## src/rtl/bank_cmd_fifo.sv

```systemverilog
// Multi-channel command queue: one show-ahead FIFO per DRAM bank behind a shared write port.
// Optional per-channel synchronous flush is enabled by defining BANK_CMD_FIFO_FLUSH_EN.
module bank_cmd_fifo #(
    parameter  int DATA_WIDTH = 32,
    parameter  int DEPTH_LOG2 = 4,
    parameter  int NUM_CH     = 4,
    parameter  int AFULL_LEFT = 4,
    localparam int CH_W       = (NUM_CH > 1) ? $clog2(NUM_CH) : 1,
    localparam int CNT_W      = DEPTH_LOG2 + 1
) (
    input  logic                         i_clk,
    input  logic                         i_rst,
    input  logic                         i_wr_en,
    input  logic [CH_W-1:0]              i_wr_ch,
    input  logic [DATA_WIDTH-1:0]        i_wr_data,
    input  logic [NUM_CH-1:0]            i_rd_en,
    input  logic                         i_clr_err,
`ifdef BANK_CMD_FIFO_FLUSH_EN
    input  logic [NUM_CH-1:0]            i_flush,
`endif
    output logic [NUM_CH*DATA_WIDTH-1:0] o_rd_data,
    output logic [NUM_CH-1:0]            o_empty,
    output logic [NUM_CH-1:0]            o_full,
    output logic [NUM_CH-1:0]            o_almost_full,
    output logic [NUM_CH*CNT_W-1:0]      o_count,
    output logic [NUM_CH-1:0]            o_overflow,
    output logic [NUM_CH-1:0]            o_underflow
);

    localparam int               DEPTH    = 1 << DEPTH_LOG2;
    localparam logic [CNT_W-1:0] AFULL_TH = CNT_W'(DEPTH - AFULL_LEFT);
    localparam logic [CNT_W-1:0] ONE      = CNT_W'(1);

    genvar gi;
    generate
        for (gi = 0; gi < NUM_CH; gi++) begin : g_ch
            logic [DATA_WIDTH-1:0] mem [DEPTH];

            logic [CNT_W-1:0] wr_ptr_reg, wr_ptr_next;
            logic [CNT_W-1:0] rd_ptr_reg, rd_ptr_next;
            logic [CNT_W-1:0] count_reg, count_next;
            logic             empty_reg, empty_next;
            logic             full_reg, full_next;
            logic             afull_reg, afull_next;
            logic             ovf_reg, ovf_next;
            logic             udf_reg, udf_next;
            logic             wr_sel, flush, wr_acc, rd_acc;

            // Out-of-range channel numbers never match any gi, so those writes just vanish.
            assign wr_sel = i_wr_en && (i_wr_ch == CH_W'(gi));
`ifdef BANK_CMD_FIFO_FLUSH_EN
            assign flush  = i_flush[gi];
`else
            assign flush  = 1'b0;
`endif
            // Acceptance uses the registered flags: a full queue refuses a write even when popped.
            assign wr_acc = wr_sel && !full_reg && !flush;
            assign rd_acc = i_rd_en[gi] && !empty_reg && !flush;

            always_comb begin
                wr_ptr_next = wr_ptr_reg;
                rd_ptr_next = rd_ptr_reg;
                if (flush) begin
                    wr_ptr_next = '0;
                    rd_ptr_next = '0;
                end else begin
                    if (wr_acc) wr_ptr_next = wr_ptr_reg + ONE;
                    if (rd_acc) rd_ptr_next = rd_ptr_reg + ONE;
                end
                count_next = wr_ptr_next - rd_ptr_next;
                empty_next = (wr_ptr_next == rd_ptr_next);
                full_next  = (wr_ptr_next == {~rd_ptr_next[CNT_W-1], rd_ptr_next[CNT_W-2:0]});
                afull_next = (count_next >= AFULL_TH);

                // A fresh error in the clearing cycle must survive, so set is applied last.
                ovf_next = i_clr_err ? 1'b0 : ovf_reg;
                udf_next = i_clr_err ? 1'b0 : udf_reg;
                if (wr_sel && full_reg && !flush)       ovf_next = 1'b1;
                if (i_rd_en[gi] && empty_reg && !flush) udf_next = 1'b1;
            end

            always_ff @(posedge i_clk or posedge i_rst) begin
                if (i_rst) begin
                    wr_ptr_reg <= '0;
                    rd_ptr_reg <= '0;
                    count_reg  <= '0;
                    empty_reg  <= 1'b1;
                    full_reg   <= 1'b0;
                    afull_reg  <= 1'b0;
                    ovf_reg    <= 1'b0;
                    udf_reg    <= 1'b0;
                end else begin
                    wr_ptr_reg <= wr_ptr_next;
                    rd_ptr_reg <= rd_ptr_next;
                    count_reg  <= count_next;
                    empty_reg  <= empty_next;
                    full_reg   <= full_next;
                    afull_reg  <= afull_next;
                    ovf_reg    <= ovf_next;
                    udf_reg    <= udf_next;
                end
            end

            // Storage carries no reset; stale words are masked by the empty flag.
            always_ff @(posedge i_clk) begin
                if (wr_acc) mem[wr_ptr_reg[DEPTH_LOG2-1:0]] <= i_wr_data;
            end

            assign o_rd_data[gi*DATA_WIDTH +: DATA_WIDTH] = mem[rd_ptr_reg[DEPTH_LOG2-1:0]];
            assign o_count[gi*CNT_W +: CNT_W]             = count_reg;
            assign o_empty[gi]                            = empty_reg;
            assign o_full[gi]                             = full_reg;
            assign o_almost_full[gi]                      = afull_reg;
            assign o_overflow[gi]                         = ovf_reg;
            assign o_underflow[gi]                        = udf_reg;
        end
    endgenerate

endmodule

```

## config.mk

```make
export PLATFORM = sky130hd
export DESIGN_NAME = bank_cmd_fifo
export DESIGN_NICKNAME = d
export VERILOG_FILES = /design/src/rtl/bank_cmd_fifo.sv
export SDC_FILE = /design/constraint.sdc
export NUM_CORES = 2
export LEC_CHECK = 0
export BUFFER_PORTS_ARGS = -buffer_cell sky130_fd_sc_hd__buf_2
export CAP_MARGIN = 5
export CELL_PAD_IN_SITES_DETAIL_PLACEMENT = 1
export CELL_PAD_IN_SITES_GLOBAL_PLACEMENT = 2
export CORE_UTILIZATION = 50
export DETAILED_ROUTE_END_ITERATION = 6
export PLACE_DENSITY = 0.75
export SETUP_SLACK_MARGIN = 0.5
export SKIP_CTS_REPAIR_TIMING = 1
export SLEW_MARGIN = 20
export SYNTH_ARGS = -nofsm -noshare
export SYNTH_HDL_FRONTEND = slang
export SYNTH_SLANG_ARGS = --single-unit
```

## constraint.sdc

```tcl
create_clock -name i_clk -period 10.93 [get_ports i_clk]
set_input_delay 1.6395 -clock i_clk [delete_from_list [all_inputs] [get_ports i_clk]]
set_output_delay 1.6395 -clock i_clk [all_outputs]
set_load 0.03 [all_outputs]
```

==> metrics.txt <==
# TYPE chip_impl_metric gauge
chip_impl_metric{name="power_dens_cells",unit="mW/mm2"} 265
chip_impl_info{name="holdCritPathClass",value="reg -> reg"} 1
chip_impl_metric{name="worst_skew_pair.late_latency",unit="ns"} 0.83
chip_impl_metric{name="via_count_of_the_first_global_routing_pass",unit=""} 39300
chip_impl_metric{name="grt_first_pass_wirelength",unit="mm"} 281
chip_impl_metric{name="synthesis.area",unit="mm2"} 0.0812
chip_impl_metric{name="distinct_cell_type_count_after_synthesis",unit=""} 55
chip_impl_info{name="timing.critical_path.max_delay_family",value="multiplexers"} 1
chip_impl_info{name="tritoncts",value="yes"} 1
chip_impl_info{name="synth.most_common_cell",value="edfxtp_1"} 1
chip_impl_metric{name="h-tree-depth",unit=""} 4
chip_impl_metric{name="async_flop_share",unit="%"} 3.76
chip_impl_info{name="clock-root-buffer",value="clkbuf_16"} 1
chip_impl_metric{name="finalWeightedCongestion",unit=""} 0.754
chip_impl_metric{name="timing.slew.headroom",unit="%"} 28.9
chip_impl_metric{name="tightestPinTransition",unit="ns"} 1.07
chip_impl_metric{name="fp.coreArea",unit="mm2"} 0.161
chip_impl_metric{name="seq_area_frac_synth",unit="%"} 78.2
chip_impl_metric{name="largest_register_ff_count",unit=""} 2048
chip_impl_metric{name="worst_path_largest_cell_delay",unit="ns"} 1.07
chip_impl_metric{name="irDropWorstVdd",unit="uV"} 166
chip_impl_metric{name="gr-usage-all-layers",unit="%"} 24.3
chip_impl_metric{name="final_layout_size_suffix_gt1_share",unit="%"} 35.8
chip_impl_metric{name="cts_made_buffers",unit=""} 208
chip_impl_metric{name="avgRoutedWirePerCell",unit="um"} 32.8
chip_impl_metric{name="initialDrtViolationCount",unit=""} 4069
chip_impl_metric{name="critical_path_required",unit="ns"} 9.29
chip_impl_info{name="worst_setup_path_end_kind",value="primary output"} 1
chip_impl_metric{name="drt_drc_violations_left",unit=""} 0
chip_impl_metric{name="finalSetupTns",unit="ns"} 0
chip_impl_metric{name="numPortBuffers",unit=""} 209
chip_impl_metric{name="final_net_count",unit=""} 3723
chip_impl_info{name="synth_ff_type",value="edfxtp_1"} 1
chip_impl_info{name="critical_path_type",value="reg -> out"} 1
chip_impl_metric{name="yosys_warnings",unit=""} 0
chip_impl_metric{name="placement_rows",unit=""} 147
chip_impl_metric{name="final_period_minus_worst_setup_slack",unit="ns"} 5.88
chip_impl_metric{name="slew_viol_final",unit=""} 0
chip_impl_metric{name="fp.dieArea",unit="mm2"} 0.164
chip_impl_metric{name="fmax",unit="MHz"} 170
chip_impl_info{name="slowest_cell_on_crit_path",value="dfrtp_4"} 1
chip_impl_metric{name="finalWirelength",unit="mm"} 196
chip_impl_metric{name="grt_antenna_before_repair",unit=""} 15
chip_impl_metric{name="synth-edff-count",unit=""} 2048
chip_impl_metric{name="grt_start_max_net_pins",unit=""} 77
chip_impl_metric{name="syn_nets",unit=""} 3371
chip_impl_metric{name="initial_utilization",unit="%"} 50.5
chip_impl_metric{name="critical_path_buf_inv_count",unit=""} 2
chip_impl_metric{name="cp_max_fo",unit=""} 50
chip_impl_metric{name="number_of_optimization_iterations_in_the_first_detailed_route_pass",unit=""} 5
chip_impl_metric{name="antenna_left",unit=""} 0
chip_impl_metric{name="num_io_pins",unit=""} 210
chip_impl_metric{name="hold_viol_final",unit=""} 0
chip_impl_metric{name="detail_route.vias_per_cell",unit=""} 6.12
chip_impl_metric{name="area_growth",unit="%"} 13.8
chip_impl_metric{name="hpwl_dp",unit="mm"} 102
chip_impl_metric{name="clock-sinks",unit=""} 2128
chip_impl_metric{name="fp.dieW",unit="um"} 405
chip_impl_metric{name="ff_latch_count_synth",unit=""} 2128
chip_impl_info{name="cp_common_cell",value="mux4_2"} 1
chip_impl_info{name="synth.top_cells.by_area",value="edfxtp_1 (76%), mux4_2 (18%), dfrtp_1 (2.3%)"} 1
chip_impl_info{name="most_instantiated_cells_after_synthesis",value="edfxtp_1 (2048), mux4_2 (640), clkbuf_1 (88), dfrtp_1 (76), inv_1 (54)"} 1
chip_impl_info{name="setup_repair_after_global_routing_missed_its_margin",value="no"} 1
chip_impl_metric{name="power.leakage",unit="nW"} 29.4
chip_impl_info{name="result_of_the_run",value="finished clean"} 1
chip_impl_info{name="yosys.area.top_type",value="edfxtp_1"} 1
chip_impl_metric{name="grt.overflow.total",unit=""} 0
chip_impl_metric{name="setup_violations",unit=""} 0
chip_impl_metric{name="via_count",unit=""} 36600
chip_impl_metric{name="clk_pin_slew_worst_paths",unit="ns"} 0.06
chip_impl_metric{name="avgSynthCellArea",unit="um2"} 24.7
chip_impl_metric{name="max-cap-violations",unit=""} 0
chip_impl_metric{name="post-route-period-util",unit="%"} 53.8
chip_impl_info{name="start_kind",value="flop"} 1
chip_impl_metric{name="synthesis.instances",unit=""} 3289
chip_impl_metric{name="tot_pwr",unit="W"} 0.0245
chip_impl_metric{name="synthDominantCellAreaShare",unit="%"} 75.7
chip_impl_metric{name="clock_tree.buffer_depth",unit=""} 3
chip_impl_metric{name="worst_ep_arrival_time",unit="ns"} 4.24
chip_impl_info{name="crit_chain",value="buf_4 > mux4_2 > mux4_2 > buf_2"} 1
chip_impl_metric{name="fin_worst_skew",unit="ns"} 0.0161
chip_impl_metric{name="dieHeight",unit="um"} 405
-- per-stage QoR --
| step | util, % | hold WS, ns | setup slack, ns | area (um2) | instances |
|---|---|---|---|---|---|
| 2_1_floorplan | - | 0.443 | 5.90 | 81200 | 3289 |
| 3_3_place_gp | 53.1 | 0.458 | 5.87 | 85400 | 5588 |
| 3_5_place_dp | 53.1 | 0.466 | 5.78 | 85400 | 5588 |
| 4_1_cts | 57.4 | 0.477 | 4.87 | 92300 | 5977 |
| 5_1_grt | 57.4 | 0.492 | 4.70 | 92400 | 5980 |
| 6_report | 57.4 | 0.479 | 5.05 | 92400 | 5983 |
-- per-layer routing --
layer / vias up / wire (um) / GRT usage (%)
li1: 14700 / - / -
met1: 20100 / 78800 / 33.5
met2: 1451 / 99700 / 40.9
met3: 267 / 13700 / 3.92
met4: 4 / 3950 / 6.27
met5: - / 23 / 0
-- logic make-up after synthesis --
logic type | after synthesis | synth area share (%)
simple gates | 149 | 1.00
compound gates | 38 | 0.307
fa+ha+maj | 40 | 0.653
buf+inv | 233 | 1.27
flops | 2128 | 78.2
mux | 644 | 17.8
xor+xnor | 57 | 0.760
-- area by class of cell --
cell class	instances	area, um2
clock buffer	278	5660
tap	2160	2700
timing repair buffer	321	1970
fill	13100	68500
multi-input combinational	928	17100
inverter	54	205
sequential	2128	63500
clock inverter	111	1250
antenna	3	7.51
-- placed cells by master (no fill, tap or decap), types with 8 or more instances in the layout --
master,n
a21oi_1,9
buf_2,200
buf_4,117
bufinv_16,26
clkbuf_1,59
clkbuf_16,215
clkinv_1,29
clkinv_2,33
clkinvlp_4,16
dfrtp_1,61
dfrtp_4,8
edfxtp_1,2048
ha_1,36
inv_1,53
mux4_2,640
nand2_1,28
nand2b_1,9
nand4_1,11
nor2_4,46
nor3_2,13
o21ai_0,14
xnor2_1,33
xor2_1,15
-- final timing paths --
path	startpoint	slack [ns]	depth (start not counted)	to
setup / recovery	g_ch[3].rd_ptr_reg[0]	5.05	4	o_rd_data[119]
max in group asynchronous	i_rst	9.12	4	g_ch[2].empty_reg
min in group asynchronous	i_rst	0.76	2	g_ch[0].udf_reg
setup reg to reg	g_ch[3].rd_ptr_reg[1]	6.76	8	g_ch[3].afull_reg
hold reg to reg	g_ch[3].wr_ptr_reg[4]	0.48	1	g_ch[3].wr_ptr_reg[4]
hold / removal	g_ch[3].wr_ptr_reg[4]	0.48	1	g_ch[3].wr_ptr_reg[4]
-- power by group --
group          switching [W]  internal (W)  total [W]
clock network        0.00301       0.00424    0.00725
logic                0.00414       0.00326    0.00740
registers           0.000547       0.00931    0.00985
Power figures use the tool's default switching activity.
